**src/rtl/cpu_ctrl_pkg.sv**
```systemverilog
// Shared state encoding for the CPU run/halt sequencer.
package cpu_ctrl_pkg;

  typedef enum logic [1:0] {
    ST_IDLE   = 2'd0,
    ST_RUN    = 2'd1,
    ST_DRAIN  = 2'd2,
    ST_HALTED = 2'd3
  } state_e;

endpackage

```
**src/rtl/btn_edge.sv**
```systemverilog
// Rising-edge detector for one synchronous button level: one history flop.
module btn_edge (
  input  logic CLK,
  input  logic RSTN,
  input  logic btn_i,
  output logic rise_o
);

  logic btn_q;

  always_ff @(posedge CLK or negedge RSTN) begin
    if (!RSTN) btn_q <= 1'b0;
    else       btn_q <= btn_i;
  end

  assign rise_o = btn_i & ~btn_q;

endmodule

```
**src/rtl/cpu_run_ctrl.sv**
```systemverilog
// Run/halt sequencer: button edges -> run enable, pipeline drain with timeout, cycle counter.
// Optional single-step path enabled by defining STEP_EN.
module cpu_run_ctrl
  import cpu_ctrl_pkg::*;
#(
  parameter int CNT_W     = 32,
  parameter int DRAIN_MAX = 16
) (
  input  logic             CLK,
  input  logic             RSTN,
  input  logic             start,
  input  logic             stop,
  input  logic             step,
  input  logic             halt_req,
  input  logic             pipe_empty,
  output logic             run_en,
  output logic             flush,
  output logic [1:0]       state,
  output logic [CNT_W-1:0] cycle_cnt,
  output logic             halted_by_insn,
  output logic             err
);

  localparam int             DW         = (DRAIN_MAX > 1) ? $clog2(DRAIN_MAX) : 1;
  localparam logic [DW-1:0]  DRAIN_LAST = DW'(DRAIN_MAX - 1);

  logic rise_start, rise_stop, rise_step;
  logic step_go, step_mode_q;
  logic timeout;

  state_e           state_q,   state_d;
  logic [DW-1:0]    drain_q,   drain_d;
  logic [CNT_W-1:0] cnt_q,     cnt_d;
  logic             hbi_q,     hbi_d;
  logic             err_q,     err_d;
  logic             run_en_q,  run_en_d;
  logic             flush_q,   flush_d;

  btn_edge u_start (.CLK(CLK), .RSTN(RSTN), .btn_i(start), .rise_o(rise_start));
  btn_edge u_stop  (.CLK(CLK), .RSTN(RSTN), .btn_i(stop),  .rise_o(rise_stop));
  btn_edge u_step  (.CLK(CLK), .RSTN(RSTN), .btn_i(step),  .rise_o(rise_step));

`ifdef STEP_EN
  // A step runs exactly one RUN cycle; the flag forces the following RUN cycle into DRAIN.
  assign step_go = rise_step & ~rise_start & ~rise_stop;

  always_ff @(posedge CLK or negedge RSTN) begin
    if (!RSTN) step_mode_q <= 1'b0;
    else       step_mode_q <= step_go && (state_q == ST_IDLE || state_q == ST_HALTED);
  end
`else
  assign step_go     = 1'b0;
  assign step_mode_q = 1'b0;
  wire   unused_step = rise_step;
`endif

  always_ff @(posedge CLK or negedge RSTN) begin
    if (!RSTN) begin
      state_q  <= ST_IDLE;
      drain_q  <= '0;
      cnt_q    <= '0;
      hbi_q    <= 1'b0;
      err_q    <= 1'b0;
      run_en_q <= 1'b0;
      flush_q  <= 1'b0;
    end else begin
      // NOTE: non-blocking assignments so every flop samples pre-edge values in parallel.
      state_q  <= state_d;
      drain_q  <= drain_d;
      cnt_q    <= cnt_d;
      hbi_q    <= hbi_d;
      err_q    <= err_d;
      run_en_q <= run_en_d;
      flush_q  <= flush_d;
    end
  end

  always_comb begin
    // NOTE: default every variable first so no path leaves one unassigned (no latch).
    state_d = state_q;
    drain_d = drain_q;
    cnt_d   = cnt_q;
    hbi_d   = hbi_q;
    err_d   = err_q;
    timeout = 1'b0;

    if ((state_q == ST_RUN || state_q == ST_DRAIN) && cnt_q != '1)
      cnt_d = cnt_q + CNT_W'(1);

    case (state_q)
      ST_IDLE, ST_HALTED: begin
        // A simultaneous stop edge cancels start and step.
        if (rise_start && !rise_stop) begin
          state_d = ST_RUN;
          if (state_q == ST_IDLE) cnt_d = '0;
        end else if (step_go) begin
          state_d = ST_RUN;
        end
      end
      ST_RUN: begin
        if (halt_req) begin
          state_d = ST_DRAIN;
          drain_d = '0;
          hbi_d   = 1'b1;
        end else if (rise_stop || step_mode_q) begin
          state_d = ST_DRAIN;
          drain_d = '0;
          hbi_d   = 1'b0;
        end
      end
      ST_DRAIN: begin
        if (pipe_empty) begin
          state_d = ST_HALTED;
        end else if (drain_q == DRAIN_LAST) begin
          state_d = ST_HALTED;
          timeout = 1'b1;
          err_d   = 1'b1;
        end else begin
          drain_d = drain_q + DW'(1);
        end
      end
      default: state_d = ST_IDLE;
    endcase
  end

  always_comb begin
    run_en_d = (state_d == ST_RUN);
    flush_d  = timeout;
  end

  assign run_en         = run_en_q;
  assign flush          = flush_q;
  assign state          = state_q;
  assign cycle_cnt      = cnt_q;
  assign halted_by_insn = hbi_q;
  assign err            = err_q;

endmodule

```
**config.mk**
```make
export PLATFORM = sky130hd
export DESIGN_NAME = cpu_run_ctrl
export DESIGN_NICKNAME = d
export VERILOG_FILES = /design/src/rtl/cpu_ctrl_pkg.sv /design/src/rtl/btn_edge.sv /design/src/rtl/cpu_run_ctrl.sv
export SDC_FILE = /design/constraint.sdc
export NUM_CORES = 1
export LEC_CHECK = 0
export ABC_AREA = 1
export CELL_PAD_IN_SITES_DETAIL_PLACEMENT = 1
export CELL_PAD_IN_SITES_GLOBAL_PLACEMENT = 1
export CORE_MARGIN = 2
export CORE_UTILIZATION = 35
export CTS_BUF_LIST = sky130_fd_sc_hd__clkbuf_4
export DETAILED_ROUTE_END_ITERATION = 6
export GPL_TIMING_DRIVEN = 1
export HOLD_SLACK_MARGIN = 0.1
export PLACE_DENSITY = 0.75
export SYNTH_ARGS = -nofsm -noshare
export SYNTH_HDL_FRONTEND = slang
export SYNTH_SLANG_ARGS = --single-unit
```
**constraint.sdc**
```tcl
create_clock -name CLK -period 4.7 [get_ports CLK]
set_input_delay 1.41 -clock CLK [delete_from_list [all_inputs] [get_ports CLK]]
set_output_delay 1.41 -clock CLK [all_outputs]
set_load 0.03 [all_outputs]
```
* After elaboration in Yosys (flattened, before gate mapping) *
Index checks and enable logic that the tools add are counted.

storage, ports and cells
  register bits = 44
  output and inout port bits = 38
  input port bits = 7
  logic and storage cells = 56

cells by class
  reduce and logical (&&, ||, !) cells = 11
  multiplexer cells = 20
  equal/unequal tests = 9
  $add $sub $neg = 2
  bitwise gates (word level) = 5

operators with widths
  kind                     count
  $mux W32                 4
  $add A32 B1 Y32 const B  1
  $ne A32 B32 Y1 const B   1
  $mux W4                  4
  $mux W2                  5
  $pmux W4 S2              1
  $pmux W2 S3              1
  $mux W1                  5
  $add A4 B1 Y4 const B    1
  $eq A2 B1 Y1 const B     2
  $eq A2 B2 Y1 const B     2
  $eq A4 B4 Y1 const B     1
  $ne A2 B2 Y1 const B     2
  $reduce_and A4 Y1        1
  $reduce_bool A2 Y1       2
  $ne A3 B3 Y1 const B     1
  $not A1 Y1               3
  $reduce_and A3 Y1        1
  $and A1 B1 Y1            2
  $logic_and A1 B1 Y1      2
  $logic_not A2 Y1         1
  $reduce_and A2 Y1        1
  $reduce_or A2 Y1         1
  $logic_not A1 Y1         1
  $logic_or A1 B1 Y1       1

* Longest topological paths before layout *
Gate-level depths: netlist of run 1.

  depth after elaboration = 7
  gate-level depth with buffers = 11

* Cells and area by module *
From an unflattened synthesis of run 1, not the netlist that was laid out.

second synthesis, totals
  cells, all modules = 386
  area total of the unflattened synthesis = 2646.3 sq um

modules (own cells, without submodules)
  module        times used  area an instance (sq um)  seq. area each (sq um)  cells each
  cpu_run_ctrl  1           2576.2                    1051.0                  380
  btn_edge      2           35.0                      25.0                    3

* Worst setup path before layout of run 1 *
OpenSTA, ideal clock, no wires.

  path kind = input -> register
  start = input stop
  end = register cnt_q[27] (netlist: cycle_cnt[27])
  arrival time = 2.128 ns
  stages on the path = 7
  setup time = 0.072 ns
  slack = 2.500 ns
  data required time = 4.628 ns
  cells stage by stage = nand2_1 > nand3b_1 > nor2_1 > inv_1 > clkbuf_1 > nand2_1 > nor2_1

between the ends
  cells in the longest elaborated chain, start to end = 5

ends and longest elaborated chain
  item                    line                source
  start: declaration      cpu_run_ctrl.sv:12  input logic stop,
  $and A1 B1 Y1           btn_edge.sv:16      assign rise_o = btn_i & ~btn_q;
  $logic_not A1 Y1        cpu_run_ctrl.sv:93  if (rise_start && !rise_stop) begin
  $logic_and A1 B1 Y1     cpu_run_ctrl.sv:93
  $mux W32                cpu_run_ctrl.sv:93
  $mux W32                cpu_run_ctrl.sv:90  case (state_q)
  net cnt_d[27]           cpu_run_ctrl.sv:33  logic [CNT_W-1:0] cnt_q, cnt_d;
  end signal: assignment  cpu_run_ctrl.sv:70  cnt_q <= cnt_d;
  end: declaration        cpu_run_ctrl.sv:33

The timed path passes the listed nets, and every way through them passes these cells.
A chain may end at the register's enable or synchronous reset.

* Final worst setup path of run 1 *
  start = register cnt_q[28] (netlist: cycle_cnt[28])
  end = output cycle_cnt[28]

RTL lines
  item              line                source
  end: declaration  cpu_run_ctrl.sv:19  output logic [CNT_W-1:0] cycle_cnt,

No word-level cell between the ends.

==> results.txt, run 1 <==
synthesized-area fraction occupied by ao, oa, aoi and oai cells: 0.103
FFs w/ async S/R, synth: 1.00
worst setup slack after placement: 1.28 ns
number of antenna violations at the first check in global routing: 0
endpoint type of the worst setup path: output pin
reported leakage power: 1.47 nW
crit share post-route: 0.639
register area share after synthesis: 0.415
peak fanout along the critical path: 7
Num Clock Sinks: 44
Horiz. Die Dim: 91.1 um
Rel. slew slack: 0.312
share of synthesized cell area in and, or, nand and nor gates: 0.388
data arrival time of the critical path: 1.60 ns
IR drop worst, VDD: 0.268 mV
per-cell routed wire length: 14.6 um
worst setup slack after layout: 1.69 ns
Max-Cap Viols: 0
wire length of the first global-routing pass: 12600 um
Final Hold Fails: 0
final-layout setup total negative slack: 0 ns
cell at the slowest stage of the critical path: clkdlybuf4s50_1
number of flops mapped to enable cells by yosys: 0
Core Util, Final: 0.440
ranking of synthesized cells by instance count: nand2_1, nor2_1, dfrtp_1
Reg2Reg Capture Point: cycle_cnt[14]$_DFF_PN0_
post-synthesis cell area: 2660 um2
number of clock buffers inserted by TritonCTS: 5
Reg clk slew, reported paths: 0.16 ns
total wirelength of the detailed-routed design: 7470 um
TritonRoute pass-1 iters: 4
max incr delay on CP: 0.72 ns
clock tree root buffer cell: clkbuf_4
largest net degree at the start of global routing: 45
synthesized area divided by synthesized cell count: 7.18 um2
syn_nets: 382
Max Root-Sink Buffers: 2
worst hold path class: flop to flop
combined buffer and inverter count along the critical path: 1
starting density of the core: 0.364
Core Footprint: 7290 um2
Hold EP: err$_DFFE_PN0P_
critical path cell sequence: clkdlybuf4s50_1
die outline area: 8300 um2
Layout Nets: 423
cells taking the most area after synthesis: dfrtp_1, nand2_1, nor2_1, nand3_1, a21oi_1
Yosys top cell area share: 0.415
HPWL after detailed placement: 5600 um
cell class contributing the biggest share of worst-path delay: buffers and inverters
Max Clock Freq: 333 MHz
count of mapped cells out of synthesis: 370
WHS Path Cells: 1
post-synth cell types: 28
Setup CP Type: flop to output pin
fraction of layout instances using a drive strength above 1: 0.0777
kind of start point of the critical path: flop
PortBufs: 43
required arrival time at the worst endpoint: 3.29 ns
Via Count: 2590
Tot GR Track Use: 0.186
power density over the cells: 382 nW/um2
share of the synthesized netlist area taken by xor and xnor gates: 0.00659
multiplexer share of the synthesized area: 0
via count of the first global-routing pass: 2659
post-route DRC violation count: 0
cell with the most instances after synthesis: nand2_1
CTS tree: yes
synthesis-stage register bit count: 44
CTS H-tree lvls: 2
source-to-sink clock delay at the later pin of the worst-skew pair: 0.38 ns
worst reg2reg startpoint: state[1]$_DFF_PN0_
DR iter-0 viols: 62
outcome: finished clean
final setup vio count: 0
worst clock skew: 0.0148 ns
register-to-register path setup slack: 2.16 ns
adder-cell area share of the yosys netlist: 0.0236
Vias per Instance: 5.07
slew at the pin closest to its max-slew limit: 1.03 ns
FP Rows: 31
global placement routability congestion: 0.840
Vert. Die Dim: 91.1 um
antenna-violating nets left: 0
number of antenna repair diodes: 0
Yosys warning total: 0
count of hold-fix buffers inserted at cts: 0
main combinational cell family by area after synthesis: simple AND/OR/NAND/NOR gates
I/O Pins: 45
worst hold slack across all endpoints: 0.492 ns
Hold Startpoint: err$_DFFE_PN0P_
Power, Total: 0.00123 W
area delta synth->final: 20.7%
unrepaired setup endpoints after global routing: no
most area-hungry cell type in the Yosys netlist: dfrtp_1
final number of max-transition violations: 0
buffer count from post-CTS setup fixing: 0
shortest period the worst path allows: 3.01 ns
grt total ovfl: 0
post_cts resized: 0
most frequently used flop master after synthesis: dfrtp_1
number of cell instances on the worst register-to-register path: 8
## cells in the final DEF (no fill, tap or decap), types with 2 or more instances in the layout
cell / instances
a31oi_1: 2
o31ai_1: 2
a21oi_1: 23
ha_1: 5
nor2_2: 4
nor3_1: 4
nand2_1: 89
clkdlybuf4s50_1: 42
inv_1: 29
nand3_1: 36
nor2_4: 3
nor2_1: 81
dfrtp_1: 44
nand3_2: 2
clkbuf_4: 5
nand4_1: 11
inv_6: 2
nand2_2: 2
a21oi_2: 10
o21ai_0: 7
## area by class of cell
cell class | count | area [um2]
timing repair buffer | 43 | 425
inverter | 29 | 109
clock inverter | 3 | 26.3
sequential | 44 | 1100
clock buffer | 5 | 37.5
fill | 984 | 4090
multi-input combinational | 288 | 1380
tap | 99 | 124
## state kept, by name, summed over array words and instances, names as in the netlist
name / flops
u_start.btn_q: 1
err: 1
run_en: 1
flush: 1
state: 2
drain_q: 4
halted_by_insn: 1
cycle_cnt: 32
u_stop.btn_q: 1
## per-stage QoR
step           cell area [um2]  std cells
6_report                  3210        511
5_1_grt                   3210        511
4_1_cts                   3210        511
3_5_place_dp              3140        503
3_3_place_gp              3140        503
2_1_floorplan             2660        370
## report_power, final
group,switching (W),internal [W],leakage [nW]
logic,0.000337,0.000183,0.843
registers,0.0000603,0.000436,0.587
clock network,0.000147,0.0000635,0.0362
total,0.000544,0.000682,1.47
## logic make-up (layout without fill, tap and decap cells)
family                     count (synthesis)  count (layout)
xor gates and xnor gates                   2               2
and+or+nand+nor                          236             236
buffers and inverters                     38              80
adders and majority gates                  5               5
AOI/OAI and AO/OA                         45              45
DFF                                       44              44
## worst max-delay path by stage
stage,start,to,slack (ns),cells past startpoint
after floorplan,stop,cycle_cnt[27]$_DFF_PN0_,2.50,7
after global placement,stop,cycle_cnt[2]$_DFF_PN0_,1.35,7
after detailed placement,stop,cycle_cnt[2]$_DFF_PN0_,1.28,7
after CTS,cycle_cnt[28]$_DFF_PN0_,cycle_cnt[28],1.66,1
after global routing,stop,cycle_cnt[2]$_DFF_PN0_,1.49,7
final,cycle_cnt[28]$_DFF_PN0_,cycle_cnt[28],1.69,1
## metal layers
| metal | track usage | share of wire | vias to the layer above |
|---|---|---|---|
| met3 | 0.0266 | 0.025 | 9 |
| met4 | 0.0492 | 0.014 | 0 |
| li1 | - | - | 1277 |
| met2 | 0.328 | 0.49 | 36 |
| met5 | 0 | 0 | - |
| met1 | 0.238 | 0.47 | 1268 |
Power figures use the tool's default switching activity.
==> run 2: changes to the inputs <==
Clock period 4.7 ns to 2.8 ns, I/O delays scaled along.
==> run 2 against run 1 <==
Clock power is 130% higher. Flip-flop and latch count stayed put. Sequential power is 69% higher. Via count is 1.2% higher. Final area is 2.0% higher. Clock-buffer cell count stayed put. Critical endpoint unchanged. Highest routed layer unchanged.
==> results.txt, run 2 (same netlist as run 1, synthesis figures left out) <==
Max-Cap Viols: 0
post-route DRC violation count: 0
Max Clock Freq: 411 MHz
starting density of the core: 0.364
Core Footprint: 7290 um2
final number of max-transition violations: 0
kind of start point of the critical path: flop
TritonRoute pass-1 iters: 4
most common cell after layout, fill and taps aside: nand2_1
Reg clk slew, reported paths: 0.14 ns
leading cell types in the layout, fill and taps excluded: nand2_1, nor2_1, dfrtp_1
Vias per Instance: 5.10
Num Clock Sinks: 44
endpoint type of the worst setup path: output pin
power density over the cells: 673 nW/um2
Max Root-Sink Buffers: 2
reported leakage power: 1.50 nW
Rel. slew slack: 0.621
IR drop worst, VDD: 0.460 mV
post_cts resized: 0
critical path cell sequence: clkdlybuf4s50_1
Final Hold Fails: 0
HPWL after detailed placement: 5730 um
buffer count from post-CTS setup fixing: 0
PortBufs: 43
unrepaired setup endpoints after global routing: no
outcome: finished clean
Tot GR Track Use: 0.193
die outline area: 8300 um2
wire length of the first global-routing pass: 12900 um
antenna-violating nets left: 0
shortest period the worst path allows: 2.43 ns
Setup crit start: cycle_cnt[28]$_DFF_PN0_
FP Rows: 31
CTS H-tree lvls: 2
Non-Filler Instances: 514
final-layout setup total negative slack: 0 ns
CTS tree: yes
I/O Pins: 45
number of antenna violations at the first check in global routing: 0
clock tree root buffer cell: clkbuf_4
cell class contributing the biggest share of worst-path delay: buffers and inverters
area of combinational cells with multiple inputs: 1380 um2
fraction of layout instances using a drive strength above 1: 0.0843
data arrival time of the critical path: 1.59 ns
final setup vio count: 0
number of clock buffers inserted by TritonCTS: 5
global placement routability congestion: 0.864
Layout Nets: 427
cell at the slowest stage of the critical path: clkdlybuf4s50_1
Hold Startpoint: err$_DFFE_PN0P_
max incr delay on CP: 0.72 ns
Via Count: 2622
grt total ovfl: 0
Sequential cell area: 1100 um2
flip-flop count of the largest register after layout: 32
slew at the pin closest to its max-slew limit: 0.569 ns
per-cell routed wire length: 14.7 um
combined buffer and inverter count along the critical path: 1
area delta synth->final: 23.1%
worst reg2reg startpoint: state[1]$_DFF_PN0_
DR iter-0 viols: 69
number of instances in the placed design: 507
Setup CP Type: flop to output pin
crit share post-route: 0.868
fillers: 975
worst clock skew: 0.0186 ns
count of hold-fix buffers inserted at cts: 0
Vert. Die Dim: 91.1 um
required arrival time at the worst endpoint: 1.96 ns
peak fanout along the critical path: 7
worst hold path class: flop to flop
source-to-sink clock delay at the later pin of the worst-skew pair: 0.37 ns
Horiz. Die Dim: 91.1 um
number of antenna repair diodes: 0
via count of the first global-routing pass: 2704
largest net degree at the start of global routing: 45
total wirelength of the detailed-routed design: 7570 um
==> run 2: changes by cell type in the layout (fill, tap and decap cells not counted) <==
cell,before,now
bufinv_16,0,2
buf_4,0,4
clkinv_4,1,0
inv_6,2,0
==> run 2: final cells by class <==
cell class              instances  share of cell area
multi-input cells             288               0.423
flip-flops and latches         44               0.337
repair buffers                 47               0.139
well taps                      99              0.0379
inverters                      29              0.0333
clock inverters                 2              0.0184
clock buffers                   5              0.0115
==> run 2: worst paths after layout <==
check | slack (ns) | to | cells after the start
max in group asynchronous | 1.88 | cycle_cnt[12]$_DFF_PN0_ | 2
hold reg to reg | 0.50 | err$_DFFE_PN0P_ | 1
min in group asynchronous | 0.54 | state[1]$_DFF_PN0_ | 2
setup reg to reg | 0.39 | cycle_cnt[17]$_DFF_PN0_ | 9
setup / recovery | 0.37 | cycle_cnt[28] | 1
hold / removal | 0.50 | err$_DFFE_PN0P_ | 1
==> run 2: layer usage <==
| metal | share of wire | up-vias | GRT usage |
|---|---|---|---|
| met5 | 0 | - | 0 |
| met4 | 0.0091 | 0 | 0.0492 |
| met3 | 0.038 | 7 | 0.0357 |
| met2 | 0.49 | 50 | 0.327 |
| met1 | 0.47 | 1277 | 0.255 |
| li1 | - | 1288 | - |
==> run 2: power by group <==
group,internal (W),switching [W],total [W]
Combinational,0.000310,0.000566,0.000877
Clock,0.000273,0.000214,0.000487
Sequential,0.000732,0.000105,0.000837
Total,0.00132,0.000886,0.00220
==> run 2: per-stage QoR <==
step	utilization	setup slack [ns]	hold WS [ns]	cell area (um2)	power [W]
final	0.448	0.368	0.495	3270	0.00220
after global routing	0.448	0.111	0.541	3270	0.00237
after CTS	0.448	0.354	0.497	3270	0.00224
after detailed placement	0.435	0.410	0.466	3170	0.00174
after global placement	0.435	0.499	0.452	3170	0.00170
after floorplan	-	0.788	0.479	2660	0.00143
==> run 3: changes to the inputs <==
Settings changed: CTS_CLUSTER_SIZE from default to 30.
==> results of run 3 <==
Same layout as run 2: the final DEF is identical, and so are final timing and power.
